==> src/rtl/line_sequencer.sv <==
// Frame/line controller for the 12-bit pixel counter: it gates the counter
// enable per line, inserts a fixed horizontal blank and signals end of frame.
module line_sequencer #(
  parameter int LINES_NORMAL = 1024,
  parameter int LINES_TEST   = 4,
  parameter int BLANK_CYCLES = 8,
  parameter int LINE_W       = 11
) (
  input  logic              clk,
  input  logic              rst,
  input  logic              start,
  input  logic              abort,
  input  logic              test,
  input  logic              endLine,
  output logic              b12_enb,
  output logic              h_blank,
  output logic [LINE_W-1:0] line_cnt,
  output logic              endFrame,
  output logic              busy
);

  typedef enum logic [1:0] {IDLE, ACTIVE, BLANK, FEND} state_e;

  localparam logic [LINE_W-1:0] LAST_NORMAL = LINE_W'(LINES_NORMAL - 1);
  localparam logic [LINE_W-1:0] LAST_TEST   = LINE_W'(LINES_TEST - 1);
  localparam logic [7:0]        BLANK_LAST  = 8'(BLANK_CYCLES - 1);

  state_e            state_q, state_d;
  logic [7:0]        blank_cnt_q, blank_cnt_d;
  logic [LINE_W-1:0] line_cnt_q, line_cnt_d;
  logic              mode_q, mode_d;
  logic              b12_enb_q, b12_enb_d;
  logic              h_blank_q, h_blank_d;
  logic              end_frame_q, end_frame_d;
  logic              last_line;

  assign last_line = (line_cnt_q == (mode_q ? LAST_TEST : LAST_NORMAL));

  always_comb begin
    state_d     = state_q;
    blank_cnt_d = blank_cnt_q;
    line_cnt_d  = line_cnt_q;
    mode_d      = mode_q;
    b12_enb_d   = b12_enb_q;
    h_blank_d   = h_blank_q;
    end_frame_d = 1'b0;
    case (state_q)
      IDLE: begin
        if (start) begin
          state_d    = ACTIVE;
          mode_d     = test;
          line_cnt_d = '0;
          b12_enb_d  = 1'b1;
        end
      end
      ACTIVE: begin
        if (endLine) begin
          state_d     = BLANK;
          b12_enb_d   = 1'b0;
          h_blank_d   = 1'b1;
          blank_cnt_d = '0;
        end
      end
      BLANK: begin
        if (blank_cnt_q == BLANK_LAST) begin
          h_blank_d = 1'b0;
          if (last_line) begin
            state_d     = FEND;
            end_frame_d = 1'b1;
          end else begin
            state_d    = ACTIVE;
            line_cnt_d = line_cnt_q + 1'b1;
            b12_enb_d  = 1'b1;
          end
        end else begin
          blank_cnt_d = blank_cnt_q + 8'd1;
        end
      end
      FEND: begin
        // A start here chains straight into the next frame.
        state_d    = IDLE;
        line_cnt_d = '0;
        h_blank_d  = 1'b0;
        if (start) begin
          state_d   = ACTIVE;
          mode_d    = test;
          b12_enb_d = 1'b1;
        end
      end
      default: state_d = IDLE;
    endcase
    if (abort) begin
      state_d     = IDLE;
      blank_cnt_d = '0;
      line_cnt_d  = '0;
      b12_enb_d   = 1'b0;
      h_blank_d   = 1'b0;
      end_frame_d = 1'b0;
    end
  end

  always_ff @(posedge clk or posedge rst) begin
    if (rst) begin
      state_q     <= IDLE;
      blank_cnt_q <= '0;
      line_cnt_q  <= '0;
      mode_q      <= 1'b0;
      b12_enb_q   <= 1'b0;
      h_blank_q   <= 1'b0;
      end_frame_q <= 1'b0;
    end else begin
      state_q     <= state_d;
      blank_cnt_q <= blank_cnt_d;
      line_cnt_q  <= line_cnt_d;
      mode_q      <= mode_d;
      b12_enb_q   <= b12_enb_d;
      h_blank_q   <= h_blank_d;
      end_frame_q <= end_frame_d;
    end
  end

  assign b12_enb  = b12_enb_q;
  assign h_blank  = h_blank_q;
  assign line_cnt = line_cnt_q;
  assign endFrame = end_frame_q;
  assign busy     = (state_q != IDLE);

endmodule
==> config.mk <==
export PLATFORM = sky130hd
export DESIGN_NAME = line_sequencer
export DESIGN_NICKNAME = d
export VERILOG_FILES = /design/src/rtl/line_sequencer.sv
export SDC_FILE = /design/constraint.sdc
export NUM_CORES = 1
export LEC_CHECK = 0
export CORE_ASPECT_RATIO = 0.75
export CORE_UTILIZATION = 35
export DETAILED_ROUTE_END_ITERATION = 10
export SYNTH_ARGS = -nofsm -noshare
export SYNTH_HDL_FRONTEND = slang
export SYNTH_SLANG_ARGS = --single-unit
==> constraint.sdc <==
create_clock -name clk -period 2.6 [get_ports clk]
set_clock_uncertainty 0.05 [all_clocks]
set_input_delay 0.52 -clock clk [delete_from_list [all_inputs] [get_ports clk]]
set_output_delay 0.52 -clock clk [all_outputs]
set_load 0.1 [all_outputs]
==> results of run 1 <==
[flip-flops by register name, indices dropped and copies added (netlist names)]
register / flops
b12_enb: 1
blank_cnt_q: 8
endFrame: 1
h_blank: 1
line_cnt: 11
mode_q: 1
state_q: 2
[routing by layer]
metal | vias up | GRT usage [%] | part of all wire, %
met2 | 46 | 27.4 | 44
met1 | 669 | 24.6 | 49
met5 | - | 0 | 0
met3 | 4 | 3.38 | 5.3
li1 | 681 | - | -
met4 | 0 | 4.76 | 1.1
[final cells by class]
cell class | count | area (um^2) | share of cell area (%)
clock buffer | 4 | 45.0 | 2.46
inverter | 8 | 30.0 | 1.64
multi-input combinational | 135 | 857 | 46.7
sequential | 25 | 626 | 34.1
tap | 55 | 68.8 | 3.75
timing repair buffer | 26 | 208 | 11.3
[cell usage in the layout (no fill, tap or decap), types with 3 or more instances in the layout]
master,n
mux2i_1,4
o21ai_0,10
o311ai_0,4
clkdlybuf4s50_1,5
nor3_1,5
nand3_1,8
o31ai_1,5
nor2_1,21
dfrtp_1,25
buf_4,21
a21oi_1,6
or4_1,3
and3_1,4
ha_1,8
clkbuf_8,3
nand2_1,20
inv_1,8
[final timing paths]
path,startpoint,end,cells after the start
max,state_q[0],blank_cnt_q[5],7
min,blank_cnt_q[1],blank_cnt_q[1],2
min reg2reg,blank_cnt_q[1],blank_cnt_q[1],2
min in group asynchronous,rst,line_cnt[8],3
max reg2reg,state_q[0],blank_cnt_q[5],7
max in group asynchronous,rst,line_cnt[10],3
[power by group through the flow]
stage	clock, mW	combinational [mW]	sequential [mW]
after global placement	0	0.649	0.473
after floorplan	0	0.421	0.551
after global routing	0.256	0.721	0.475
final	0.226	0.669	0.469
after CTS	0.237	0.665	0.468
after detailed placement	0	0.661	0.475
[through the flow]
stage | instances | worst slack (ns) | area [um^2]
after floorplan | 171 | 0.0176 | 1530
after global placement | 249 | 0.288 | 1790
after detailed placement | 249 | 0.195 | 1790
after CTS | 253 | 0.232 | 1830
after global routing | 253 | 0.0283 | 1830
final | 253 | 0.223 | 1830
[logic make-up (layout without fill, tap and decap cells)]
family          Yosys count  after routing
compound gates           45             45
buf+inv                  11             38
flops                    25             25
mux                       6              6
fa+ha+maj                 8              8
simple gates             76             76
[critical path, delay by kind of cell, from the launching register on]
| family | cells | cell delay [ns] |
|---|---|---|
| adder cells (fa/ha/maj) | 1 | 0.41 |
| flip-flops | 1 | 0.42 |
| AND/OR/NAND/NOR | 3 | 0.86 |
| AO/OA/AOI/OAI | 1 | 0.27 |
| buffers and inverters | 2 | 0.31 |
==> summary.txt, run 1 <==
fillcell total: 398
setup TNS: 0 ns
final hold vios: 0
final hold slack: 0.472 ns
grt ovf: 0
Crit path top cell by count: inv_1
largest family of logic cells by synthesized area: simple AND/OR/NAND/NOR gates
Final period util: 91.4%
Max-cap violations: 0
HP Class: reg2reg
crit-path max cell delay: 0.53 ns
share of cells above drive strength 1: 16.7%
htree depth: 1
Sink Count: 25
dominant cells by area after synthesis: dfrtp_1 (41%), ha_1 (6.5%), nor2_1 (5.1%), nand2_1 (4.9%), o21ai_0 (3.3%)
Slew headroom: 66.0%
Yosys Warn Count: 0
worst-margin pin slew: 0.508 ns
CP Capture Type: flop
Clk pwr share: 16.6%
Synth Cell Area: 0.00153 mm^2
Syn Area/Cell: 8.97 um^2
post-synthesis simple-gate area fraction: 24.7%
Die Ht: 59.3 um
Async SR Flop Fraction: 100%
share of power burned in registers: 34.4%
CP max FO: 10
# hold bufs at CTS: 0
initial antenna violation count: 0
DR iter-0 viols: 70
Net Sw Power: 0.622 mW
Tot Pwr: 1.36 mW
Pins Over Slew Limit: 0
clock buffer count from CTS: 3
Post-synth EDFFs: 0
xor/xnor share of the synthesized area: 0%
vias post-DR: 1,400
net count after synthesis: 185
CTS tree: yes
Post-synth top cells: dfrtp_1 (25), nor2_1 (21), nand2_1 (20), o21ai_0 (10)
Core Util, Final: 44.4%
Synth-to-Final Area Change: 19.6%
Die ar.: 0.00465 mm^2
R2R Setup Slk: 0.22 ns
Post-CTS Setup Bufs: 0
WL/cell: 14.4 um
crit path cell chain: inv_1 -> ha_1 -> inv_1 -> nor2_1 -> o21ai_0 -> or3b_2 -> nand2_1
WP data arrival: 2.53 ns
Final min period: 2.38 ns
Seq cells post-synth: 25
Pwr Density: 743 mW/mm^2
GRT Total Usage: 17.4%
Clock Tree Buf Depth: 2
vias per inst: 5.53
P_int: 0.741 mW
Mapped Cells: 171
Peak VDD IR: 0.000729 V
combinational share of power: 49.1%
Max Freq: 0.421 GHz
Final GP Congestion: 0.944
RSZ-0062 raised after global routing: no
Main synth FF type: dfrtp_1
detailed placement HPWL: 2710 um
final WL: 3660 um
die extent in x: 78.4 um
Worst-Skew Late Latency: 0.26 ns
Final setup viols: 0
top-count cell post-synth: dfrtp_1
Crit Path Class: reg2reg
CP Launch Type: flop
post-synthesis mux area share: 4.08%
status: finished, final reports clean
WP data required: 2.76 ns
Port Buffer Count: 20
row count: 20
post-synthesis compound-gate area fraction: 20.6%
vias in the first global route: 1,324
Yosys top cell by area: dfrtp_1
placeable core area: 0.00413 mm^2
register area share after synthesis: 40.8%
top-area cell type share of the netlist area: 40.8%
Leak Pwr: 0.804 nW
I/O pin count: 21
# diodes: 0
Routed Antenna Nets: 0
slowest CP cell: or3b_2
register clock-pin slew on the reported worst setup and hold paths: 0.08 ns
switching share of power: 45.6%
First-pass DRT Iterations: 5
Netlist cell types: 43
Post-CTS Resized: 0
final routed DRC violation total: 0
Adder-Cell Fraction of Synth Area: 6.53%
first-pass GRT wire length: 6280 um
fin nets: 213
Initial Util: 37.2%
Root Buffer: clkbuf_8
pin count of the biggest net entering global routing: 26
Note: power is estimated with default switching activity, not from simulation.
==> run 2, diff against run 1 <==
==> constraint.sdc (replaced) <==
create_clock -name clk -period 2.4 [get_ports clk]
set_clock_uncertainty 0.05 [all_clocks]
set_input_delay 0.48 -clock clk [delete_from_list [all_inputs] [get_ports clk]]
set_output_delay 0.48 -clock clk [all_outputs]
set_load 0.1 [all_outputs]
==> summary.txt, run 2 (same netlist as run 1, synthesis figures left out) <==
Max Freq: 0.435 GHz
initial antenna violation count: 0
vias post-DR: 1,400
vias in the first global route: 1,275
vias per inst: 5.45
CP max FO: 5
Largest register FFs: 11
htree depth: 1
status: finished, final reports clean
CP Capture Type: flop
RSZ-0062 raised after global routing: no
end point of the critical path: blank_cnt_q[5]
grt ovf: 0
Slew headroom: 65.5%
final hold vios: 0
R2R Setup Slk: 0.10 ns
Die ar.: 0.00465 mm^2
final WL: 3720 um
dpl ws: 0.136 ns
CP Launch Type: flop
RR Startpoint: blank_cnt_q[5]
Peak VDD IR: 0.000792 V
worst-margin pin slew: 0.512 ns
WP data required: 2.51 ns
commonest cells after routing, fill and taps aside: buf_4 (24), dfrtp_1 (23), nor2_1 (21)
post-place instance area: 0.00183 mm^2
Port Buffer Count: 20
first-pass GRT wire length: 6240 um
final routed DRC violation total: 0
RR Endpoint: blank_cnt_q[5]
Die Ht: 59.3 um
Sink Count: 25
detailed placement HPWL: 2730 um
WHS Path Cells: 1
GRT Total Usage: 17.4%
Initial Util: 37.2%
# diodes: 0
fillcell total: 414
DR iter-0 viols: 111
Pins Over Slew Limit: 0
pin count of the biggest net entering global routing: 26
Root Buffer: clkbuf_8
Final min period: 2.30 ns
# hold bufs at CTS: 0
Max-cap violations: 0
Routed Antenna Nets: 0
cell depth of the worst flop-to-flop path: 7
Final GP Congestion: 0.831
placeable core area: 0.00413 mm^2
final hold slack: 0.468 ns
WL/cell: 14.5 um
Leak Pwr: 0.825 nW
most common cell after layout, fill and taps aside: buf_4
Synth-to-Final Area Change: 22.8%
register clock-pin slew on the reported worst setup and hold paths: 0.09 ns
CP Launch Point: blank_cnt_q[5]
Pwr Density: 816 mW/mm^2
CTS tree: yes
die extent in x: 78.4 um
clock buffer count from CTS: 3
Clock Tree Buf Depth: 2
setup TNS: 0 ns
fin nets: 217
WP data arrival: 2.41 ns
I/O pin count: 21
Worst-Skew Late Latency: 0.27 ns
HP Class: reg2reg
Post-CTS Setup Bufs: 0
row count: 20
share of cells above drive strength 1: 19.8%
fin worst setup slack: 0.101 ns
Crit Path Class: reg2reg
Final setup viols: 0
First-pass DRT Iterations: 4
Post-CTS Resized: 0
final instance area: 0.00188 mm^2
Final period util: 95.8%
==> run 2: changes by cell type in the layout (fill, tap and decap cells not counted), sizes merged <==
| cell | change |
|---|---|
| buf | +4 |
==> run 2: where the power goes <==
part | internal (mW) | total, mW | switching [mW]
logic | 0.274 | 0.775 | 0.501
registers | 0.462 | 0.509 | 0.0477
clock network | 0.119 | 0.253 | 0.134
total | 0.854 | 1.54 | 0.683
==> run 2: worst min-delay path by stage <==
stage                    from              to  slack (ns)
2_1_floorplan  blank_cnt_q[1]  blank_cnt_q[1]        0.42
3_3_place_gp   blank_cnt_q[1]  blank_cnt_q[1]        0.43
3_5_place_dp   blank_cnt_q[1]  blank_cnt_q[1]        0.46
4_1_cts           line_cnt[0]     line_cnt[0]        0.48
5_1_grt           line_cnt[0]     line_cnt[0]        0.50
6_report          line_cnt[0]     line_cnt[0]        0.47
==> run 2: cell type report <==
type	count	area [um^2]	share of cell area (%)
Clock buffer	4	45.0	2.39
Inverter	8	30.0	1.59
Multi-Input combinational cell	135	862	45.8
Sequential cell	25	628	33.3
Tap cell	55	68.8	3.65
Timing Repair Buffer	30	250	13.3
==> run 2: worst max-delay path, stage by stage, from the launching register on <==
cell	delay (ns)
dfrtp_1	0.42
or4_1	0.54
nor3_1	0.24
buf_4	0.17
a21oi_1	0.07
o21ai_0	0.44
or3b_2	0.22
nand2_1	0.05
==> run 2: metal layers <==
| metal | GRT usage, % | part of all wire (%) |
|---|---|---|
| met1 | 24.8 | 51 |
| met2 | 27.4 | 45 |
| met3 | 3.85 | 3.5 |
| met4 | 3.17 | 0.38 |
| met5 | 0 | 0 |
==> run 2: per-stage QoR <==
stage                     instances  power [mW]  utilization [%]
after detailed placement        253        1.29             44.4
after global routing            257        1.64             45.6
after floorplan                 171        1.05                -
after CTS                       257        1.54             45.5
final                           257        1.54             45.6
after global placement          253        1.28             44.4
